**src/rtl/audio_mixer_pwm.sv**
```systemverilog
// Two-channel FIFO audio mixer with volume shift and 8-bit PWM output stage.
// Optional build macro UNDERRUN_MUTE_EN: a missed sample tick outputs mid-scale (0x80) instead of holding the last sample.
module audio_mixer_pwm #(
    parameter int SAMPLE_PERIOD = 2268,
    parameter int VOL_BITS      = 3
) (
    input  logic                clk_100mhz,
    input  logic                reset,
    input  logic [7:0]          ch0_data,
    input  logic                ch0_empty,
    output logic                ch0_rd,
    input  logic [7:0]          ch1_data,
    input  logic                ch1_empty,
    output logic                ch1_rd,
    input  logic                ch1_enable,
    input  logic [VOL_BITS-1:0] volume,
    output logic [7:0]          sample_out,
    output logic                sample_valid,
    output logic [15:0]         underrun_count,
    output logic                pwm_out
);

    localparam int          DATA_W    = 8;
    localparam logic [15:0] TICK_LAST = 16'(SAMPLE_PERIOD - 1);
    localparam logic [7:0]  MID_LEVEL = 8'h80;

    typedef enum logic [1:0] {IDLE, POP, CAPTURE, MIX} state_t;

    state_t              state, state_nxt;
    logic [15:0]         tick_cnt;
    logic                tick;
    logic                start;
    logic                underrun_tick;
    logic                en_p0;
    logic [VOL_BITS-1:0] vol_p0;
    logic [DATA_W-1:0]   ch0_p1, ch1_p1;
    logic [DATA_W-1:0]   mix_p2;
    logic [7:0]          pwm_cnt;
    logic [7:0]          pwm_level;

    function automatic logic [DATA_W-1:0] mix_pair(input logic [DATA_W-1:0] a,
                                                   input logic [DATA_W-1:0] b,
                                                   input logic              en);
        logic [DATA_W:0] sum;
        sum = {1'b0, a} + {1'b0, b};
        return en ? sum[DATA_W:1] : a;
    endfunction

    function automatic logic [DATA_W-1:0] attenuate(input logic [DATA_W-1:0] s,
                                                    input logic [VOL_BITS-1:0] sh);
        return s >> sh;
    endfunction

    function automatic logic [15:0] sat_inc(input logic [15:0] v);
        return (v == 16'hFFFF) ? v : v + 16'd1;
    endfunction

    assign tick          = (tick_cnt == TICK_LAST);
    assign start         = tick && !ch0_empty && (!ch1_enable || !ch1_empty);
    assign underrun_tick = (state == IDLE) && tick && !start;

    always_ff @(posedge clk_100mhz) begin
        if (reset || tick) tick_cnt <= '0;
        else               tick_cnt <= tick_cnt + 16'd1;
    end

    always_ff @(posedge clk_100mhz) begin
        if (reset) state <= IDLE;
        else       state <= state_nxt;
    end

    always_comb begin
        state_nxt = state;
        case (state)
            IDLE:    if (start) state_nxt = POP;
            POP:     state_nxt = CAPTURE;
            CAPTURE: state_nxt = MIX;
            MIX:     state_nxt = IDLE;
            default: state_nxt = IDLE;
        endcase
    end

    // Strobes are combinational so the FIFO read lands in the tick cycle itself.
    always_comb begin
        ch0_rd = 1'b0;
        ch1_rd = 1'b0;
        if (!reset && state == IDLE && start) begin
            ch0_rd = 1'b1;
            ch1_rd = ch1_enable;
        end
    end

    // p0: mix controls frozen at the tick
    always_ff @(posedge clk_100mhz) begin
        if (state == IDLE && tick) begin
            en_p0  <= ch1_enable;
            vol_p0 <= volume;
        end
    end

    // p1: FIFO bytes, valid during POP
    always_ff @(posedge clk_100mhz) begin
        if (state == POP) begin
            ch0_p1 <= ch0_data;
            ch1_p1 <= ch1_data;
        end
    end

    // p2: mixed sample
    always_ff @(posedge clk_100mhz) begin
        if (state == CAPTURE) mix_p2 <= mix_pair(ch0_p1, ch1_p1, en_p0);
    end

    always_ff @(posedge clk_100mhz) begin
        if (reset) begin
            sample_out     <= MID_LEVEL;
            sample_valid   <= 1'b0;
            underrun_count <= '0;
        end else begin
            sample_valid <= 1'b0;
            if (state == MIX) begin
                sample_out   <= attenuate(mix_p2, vol_p0);
                sample_valid <= 1'b1;
            end
            if (underrun_tick) begin
                underrun_count <= sat_inc(underrun_count);
`ifdef UNDERRUN_MUTE_EN
                sample_out     <= MID_LEVEL;
                sample_valid   <= 1'b1;
`else
                sample_out     <= sample_out;
`endif
            end
        end
    end

    // PWM level only reloads at the counter wrap so a period is never split.
    always_ff @(posedge clk_100mhz) begin
        if (reset) begin
            pwm_cnt   <= '0;
            pwm_level <= MID_LEVEL;
            pwm_out   <= 1'b0;
        end else begin
            pwm_cnt <= pwm_cnt + 8'd1;
            if (pwm_cnt == 8'hFF) pwm_level <= sample_out;
            pwm_out <= (pwm_cnt < pwm_level);
        end
    end

endmodule

```
**config.mk**
```make
export PLATFORM = sky130hd
export DESIGN_NAME = audio_mixer_pwm
export DESIGN_NICKNAME = d
export VERILOG_FILES = /design/src/rtl/audio_mixer_pwm.sv
export SDC_FILE = /design/constraint.sdc
export NUM_CORES = 1
export LEC_CHECK = 0
export ABC_AREA = 1
export CAP_MARGIN = 0
export CELL_PAD_IN_SITES_DETAIL_PLACEMENT = 1
export CELL_PAD_IN_SITES_GLOBAL_PLACEMENT = 2
export CORE_ASPECT_RATIO = 1.5
export CORE_MARGIN = 2
export CORE_UTILIZATION = 30
export DETAILED_ROUTE_END_ITERATION = 6
export GPL_TIMING_DRIVEN = 0
export PLACE_DENSITY = 0.84
export SYNTH_ARGS = -nofsm -noshare
export SYNTH_HDL_FRONTEND = slang
export SYNTH_SLANG_ARGS = --single-unit
```
**constraint.sdc**
```tcl
create_clock -name clk_100mhz -period 1.6 [get_ports clk_100mhz]
set_input_delay 0.16 -clock clk_100mhz [delete_from_list [all_inputs] [get_ports clk_100mhz]]
set_output_delay 0.16 -clock clk_100mhz [all_outputs]
set_load 0.01 [all_outputs]
```
## Word level (Yosys, flattened, before mapping)

Cells that the tools add are included.

| storage, ports and cells | value |
|---|---|
| input port bits | 24 |
| logic and storage cells | 50 |
| bits in registers | 88 |

| cells by class | value |
|---|---|
| equal/unequal tests | 7 |
| shift-type cells | 1 |
| order comparisons | 1 |
| multiplexer cells | 6 |
| $add $sub $neg | 4 |
| bitwise operators | 2 |
| reductions and logical operators | 16 |

Operators by type and width:

| operator | number |
|---|---|
| $add 16x1->16 const B | 2 |
| $eq 16x12->1 const B | 1 |
| $eq 16x16->1 const B | 1 |
| $add 8x8->9 | 1 |
| $add 8x1->8 const B | 1 |
| $eq 8x8->1 const B | 1 |
| $lt 8x8->1 | 1 |
| $mux 8 | 1 |
| $pmux 2 s4 | 1 |
| $shr 8x3->8 | 1 |
| $logic_and 1x1->1 | 6 |
| $logic_not 1->1 | 5 |
| $eq 2x2->1 const B | 2 |
| $reduce_and 2->1 | 2 |
| $mux 1 | 3 |
| $eq 2x1->1 const B | 1 |
| $logic_not 2->1 | 1 |
| $logic_or 1x1->1 | 2 |
| $mux 2 | 1 |
| $ne 2x2->1 const B | 1 |
| $not 1->1 | 2 |

## Depth between registers and ports, before layout

| depth | value |
|---|---|
| depth in word-level cells | 7 |
| gate-level depth with buffers | 11 |
| depth with buffers taken out | 10 |

## Worst setup path after synthesis

No wires, ideal clock.

| path | value |
|---|---|
| kind | flip-flop to flip-flop |
| start point | register ch0_p1[2] |
| end point | register mix_p2[6], data pin |
| path slack | -59 ps |
| path buffers | 0 |
| data arrival time | 1,405 ps |
| cell stages (with the launch flop) | 9 |
| library setup time | 253 ps |
| cell sequence | edfxtp_1 ha_1 nand2_1 o21ai_0 nand4_1 nand2_1 nand2_1 nand3_1 nand2_1 |

| on the way | value |
|---|---|
| longest elaborated chain between the ends | 2 |

Ends and longest elaborated chain:

| what | line | RTL |
|---|---|---|
| start, declared | 36 | `logic [DATA_W-1:0] ch0_p1, ch1_p1;` |
| start signal, assigned | 104 | `ch0_p1 <= ch0_data;` |
| $add 8x8->9 | 45 | `sum = {1'b0, a} + {1'b0, b};` |
| $mux 8 | 46 | `return en ? sum[DATA_W:1] : a;` |
| end signal, assigned | 111 | `if (state == CAPTURE) mix_p2 <= mix_pair(ch0_p1, ch1_p1, en_p0);` |
| end, declared | 37 | `logic [DATA_W-1:0] mix_p2;` |

No other way between the ends.
A chain may end at the register's enable or synchronous reset.

## Final worst setup path

| path | value |
|---|---|
| start point | register state[0] |
| end point | output ch1_rd |

| on the way | value |
|---|---|
| longest elaborated chain between the ends | 4 |

Ends and longest elaborated chain:

| what | line | RTL |
|---|---|---|
| start, declared | 29 | `state_t state, state_nxt;` |
| start signal, assigned | 69 | `else state <= state_nxt;` |
| $logic_not 2->1 | 87 | `if (!reset && state == IDLE && start) begin` |
| $logic_and 1x1->1 (2 in a row) | 87 |  |
| $mux 1 | 87 |  |
| end, declared | 14 | `output logic ch1_rd,` |

No other way between the ends.

==> results <==
- Of the cells placed in the final design, the portion with a size suffix greater than 1 is 0.235.
- The start-to-end type of the worst setup path is reg -> out.
- During placement, the flow inserted port buffers numbering 50.
- Between clock sinks in the finished design, the worst skew comes to 0.00967 ns.
- Setup slack on the critical path of the routed design comes to -0.140 ns.
- The detailed-routed wire length on met3 is 295 um.
- The post-synth net total is 631.
- The number of warnings printed during yosys synthesis is 0.
- The initial cell density of the core is 0.305.
- The clock-pin slew of the registers on the worst-case setup and hold paths is 0.07 ns.
- The number of detailed-routing iterations run before antenna repair is 4.
- The cell with the biggest individual delay on the critical path is dfxtp_1.
- The cell area that synthesis handed to floorplanning was 4570 um^2.
- The power density relative to cell area is roughly 730 nW/um^2.
- The TritonCTS clock tree is done.
- For this run, the register share of the synthesized area comes to 0.446.
- The worst pin sits at a relative slew slack of 0.507.
- Static timing analysis puts the maximum clock frequency at 575 MHz.
- The floorplan die area is 16300 um^2.
- For this block, the via count after detailed routing is 4246.
- The run finished, with violations left.
- Data arrives at the worst endpoint at 1.58 ns.
- In this run the static leakage power is 2.46 nW.
- The number of pins exceeding their max-slew limit in the final report is 0.
- The CTS buffer count is 9.
- At the end of routability-driven placement, the weighted congestion stood at 0.824.
- The synthesis-stage register bit count is 88.
- In the final design database the tool counted 724 nets.
- Setup repair after global routing could not meet its margin everywhere.
- The worst path in the final design needs a cycle of about 1.7 ns, including I/O delays and setup.
- The overall power is between 4 and 5 mW.
- The multi-input combinational cells in the finished layout cover a total of 2490 um^2.
- The number of distinct standard cells referenced by the synthesized netlist is 34.
- The initial antenna violation count is 0.
- The number of filler instances in the final layout is roughly 1800.
- The endpoint required time on the critical path is 1.44 ns.
- The number of cell rows is 55.
- The number of max-capacitance violations reported is 0.
- Traced cell by cell, the critical path runs through inv_1 -> ha_1 -> nand3_2 -> inv_4 -> nand3_4 -> nor2_2 -> buf_2.
- The register area is 2060 um^2.
- The logic depth of the worst register-to-register path is 10.
- The ratio of final minimum period to clock period is 1.09.
- In the final routed layout, each cell accounts on average for 14.5 um.
- Wires add up to 12700 um.
- For the worst-skew pair, the clock arrives at the later sink with an insertion delay of 0.35 ns.
- The die outline width is approximately 100 um.
- The kind of end point of the critical path is an output pin.
- The layout overhead on the synthesized area is 36.9%.
- The count of endpoints failing setup in the final report is 22.
- The number of endpoints with negative hold slack in the final report is 0.
- The initial DRC count is 85.
- IR analysis of the VDD net gives a maximum drop of 0.375 mV.
- In this run the vertical extent of the chip is 155 um.
- The number of stages on the worst hold path is 2.
- The via count of the first global-routing pass is 4476.
- The worst setup path is launched from a flop.
- In the synthesized netlist, the number of instances is 584.
- In this run the top signal layer used is met4.
- The half-perimeter wire length after detailed placement is approximately 8800 um.
- The clock drives 88 sinks.
- Once detail routing completed, the nets flagged for antenna violations numbered 0.
- On the worst path, the slowest cell contributes a delay of 0.34 ns.
- For the pin with the worst max-slew slack, the measured transition is between 0.7 and 0.8 ns.
- The cell chosen for the clock root is clkbuf_16.
- The number of antenna cells inserted is 0.
- The remaining routing DRC violations is 0.
- The type of the tightest min-delay check is in -> reg.
- The final reports fail on negative setup slack.
- The vias per cell is slightly below 5.
- Global routing finished with a remaining overflow of 0.
- The maximum number of pins on one net before global-route repair is 18.
- The H-tree depth is 3.
- The highest fanout seen on the critical path is 4.
- The number of primary I/O pins is 52.
- Once layout is complete, the utilization of the core stands at 0.417.
- In this run the deepest clock path goes through 2 buffers.
- The total length of routed met2 wires is 7120 um.
- The sum of routed wire segments on met1 is approximately 5000 um.
- The average instance in the mapped netlist occupies 7.83 um^2.
- The first global-routing pass estimated 20900 um of wire.
- The area of the core is between 15000 and 20000 um^2.
- The total global-route track usage is 0.160.
[where the power goes]
group / switching, mW / total [mW] / internal [mW]
Clock: 1.00 / 2.09 / 1.09
Sequential: 0.0142 / 2.32 / 2.31
Combinational: 0.0866 / 0.182 / 0.0955
Total: 1.10 / 4.60 / 3.49
[state kept, by name (all words and copies together) (netlist names)]
register	flops
tick_cnt	16
underrun_count	16
ch0_p1	8
ch1_p1	8
mix_p2	8
pwm_cnt	8
pwm_level	8
sample_out	8
vol_p0	3
state	2
en_p0	1
pwm_out	1
sample_valid	1
[logic make-up (layout without fill, tap and decap cells)]
group,Yosys count,in the layout,share of synthesized area
AO/OA/AOI/OAI,80,80,0.0935
adder cells (fa/ha/maj),23,23,0.0646
XOR/XNOR,13,13,0.0249
multiplexers,3,3,0.00656
flip-flops,88,88,0.446
AND/OR/NAND/NOR,275,276,0.276
buffers and inverters,102,199,0.0883
[path summary, 6_finish.rpt]
| check | startpoint | to | slack [ns] |
|---|---|---|---|
| max | state[0] | ch1_rd | -0.14 |
| min | reset | underrun_count[3] | 0.31 |
| min reg2reg | pwm_level[1] | pwm_level[1] | 0.47 |
| max reg2reg | state[0] | underrun_count[14] | -0.08 |
[critical path: cells and delay by family, from the launching register on]
family	cells	cell delay, ns
flops	1	0.34
simple gates	3	0.29
buf+inv	3	0.33
fa+ha+maj	1	0.26
[what timing repair did]
item / in CTS / in global routing
gates cloned: 3 / 1
endpoints found under the setup margin: 52 / 51
pin swaps: 27 / 25
hold buffers: 0 / 0
setup buffers: 24 / 5
gates resized for setup: 85 / 45
[stage by stage]
| stage | worst slack [ns] | TNS [ns] | hold WS [ns] | cell area [um^2] | cells |
|---|---|---|---|---|---|
| 2_1_floorplan | 0.00848 | 0 | 0.259 | 4570 | 584 |
| 6_report | -0.140 | -1.05 | 0.308 | 6260 | 881 |
| 3_5_place_dp | -0.647 | -8.64 | 0.443 | 5320 | 833 |
| 4_1_cts | -0.185 | -1.14 | 0.309 | 6090 | 875 |
| 5_1_grt | -0.270 | -4.30 | 0.349 | 6260 | 881 |
| 3_3_place_gp | -0.618 | -5.83 | 0.428 | 5320 | 833 |
[cells in the final DEF, fill, tap and decap left out, drive strengths merged]
master         count
or2                1
xor2               9
inv               94
nor3              12
o211ai             2
a21oi             38
clkinv             2
buf               40
a31oi              4
fa                 1
clkdlybuf4s50     48
xnor2              4
ha                22
o21a               3
a22oi              2
dfxtp             60
edfxtp            28
o21ai             29
clkinvlp           1
clkbuf            14
o21bai             2
nand2            123
nor2              72
nand3             45
nor3b              3
mux2i              3
nand4             20
[routing by layer]
layer  global-route usage  vias to the layer above
li1                     -                     2101
met4               0.0698                        0
met3               0.0239                       26
met1                0.159                     2049
met5                    0                        -
met2                0.320                       70
[Yosys cell counts]
| cell | count | area [um^2] |
|---|---|---|
| nand2_1 | 122 | 458 |
| inv_1 | 85 | 319 |
| dfxtp_1 | 60 | 1200 |
| nor2_1 | 60 | 225 |
| a21oi_1 | 38 | 190 |
| nand3_1 | 36 | 180 |
| edfxtp_1 | 28 | 841 |
| o21ai_0 | 25 | 125 |
| ha_1 | 22 | 275 |
| nand4_1 | 20 | 125 |
| nor3_1 | 11 | 55.1 |
| nor2_2 | 10 | 62.6 |
| xor2_1 | 9 | 78.8 |
| nand3_2 | 7 | 70.1 |
| buf_2 | 5 | 25.0 |
| clkbuf_1 | 5 | 18.8 |
| a31oi_1 | 4 | 25.0 |
| inv_2 | 4 | 15.0 |
| o21ai_1 | 4 | 20.0 |
| xnor2_1 | 4 | 35.0 |
| mux2i_1 | 3 | 30.0 |
| nor3b_1 | 3 | 22.5 |
| o21a_1 | 3 | 22.5 |
| a22oi_1 | 2 | 15.0 |
| buf_6 | 2 | 22.5 |
| nor2_4 | 2 | 22.5 |
| o211ai_1 | 2 | 15.0 |
| o21bai_1 | 2 | 15.0 |
| clkinv_1 | 1 | 3.75 |
| fa_1 | 1 | 20.0 |
| nand2_2 | 1 | 6.26 |
| nand3_4 | 1 | 17.5 |
| nor3_2 | 1 | 10.0 |
| or2_2 | 1 | 6.26 |
[final cells by class]
class	instances	area share
inverters	90	0.0550
plain buffers	12	0.0120
clock inverters	7	0.00979
repair buffers	81	0.121
flip-flops and latches	88	0.330
well taps	199	0.0398
clock buffers	9	0.0360
multi-input cells	395	0.397
Note: power is estimated with default switching activity, not from simulation.
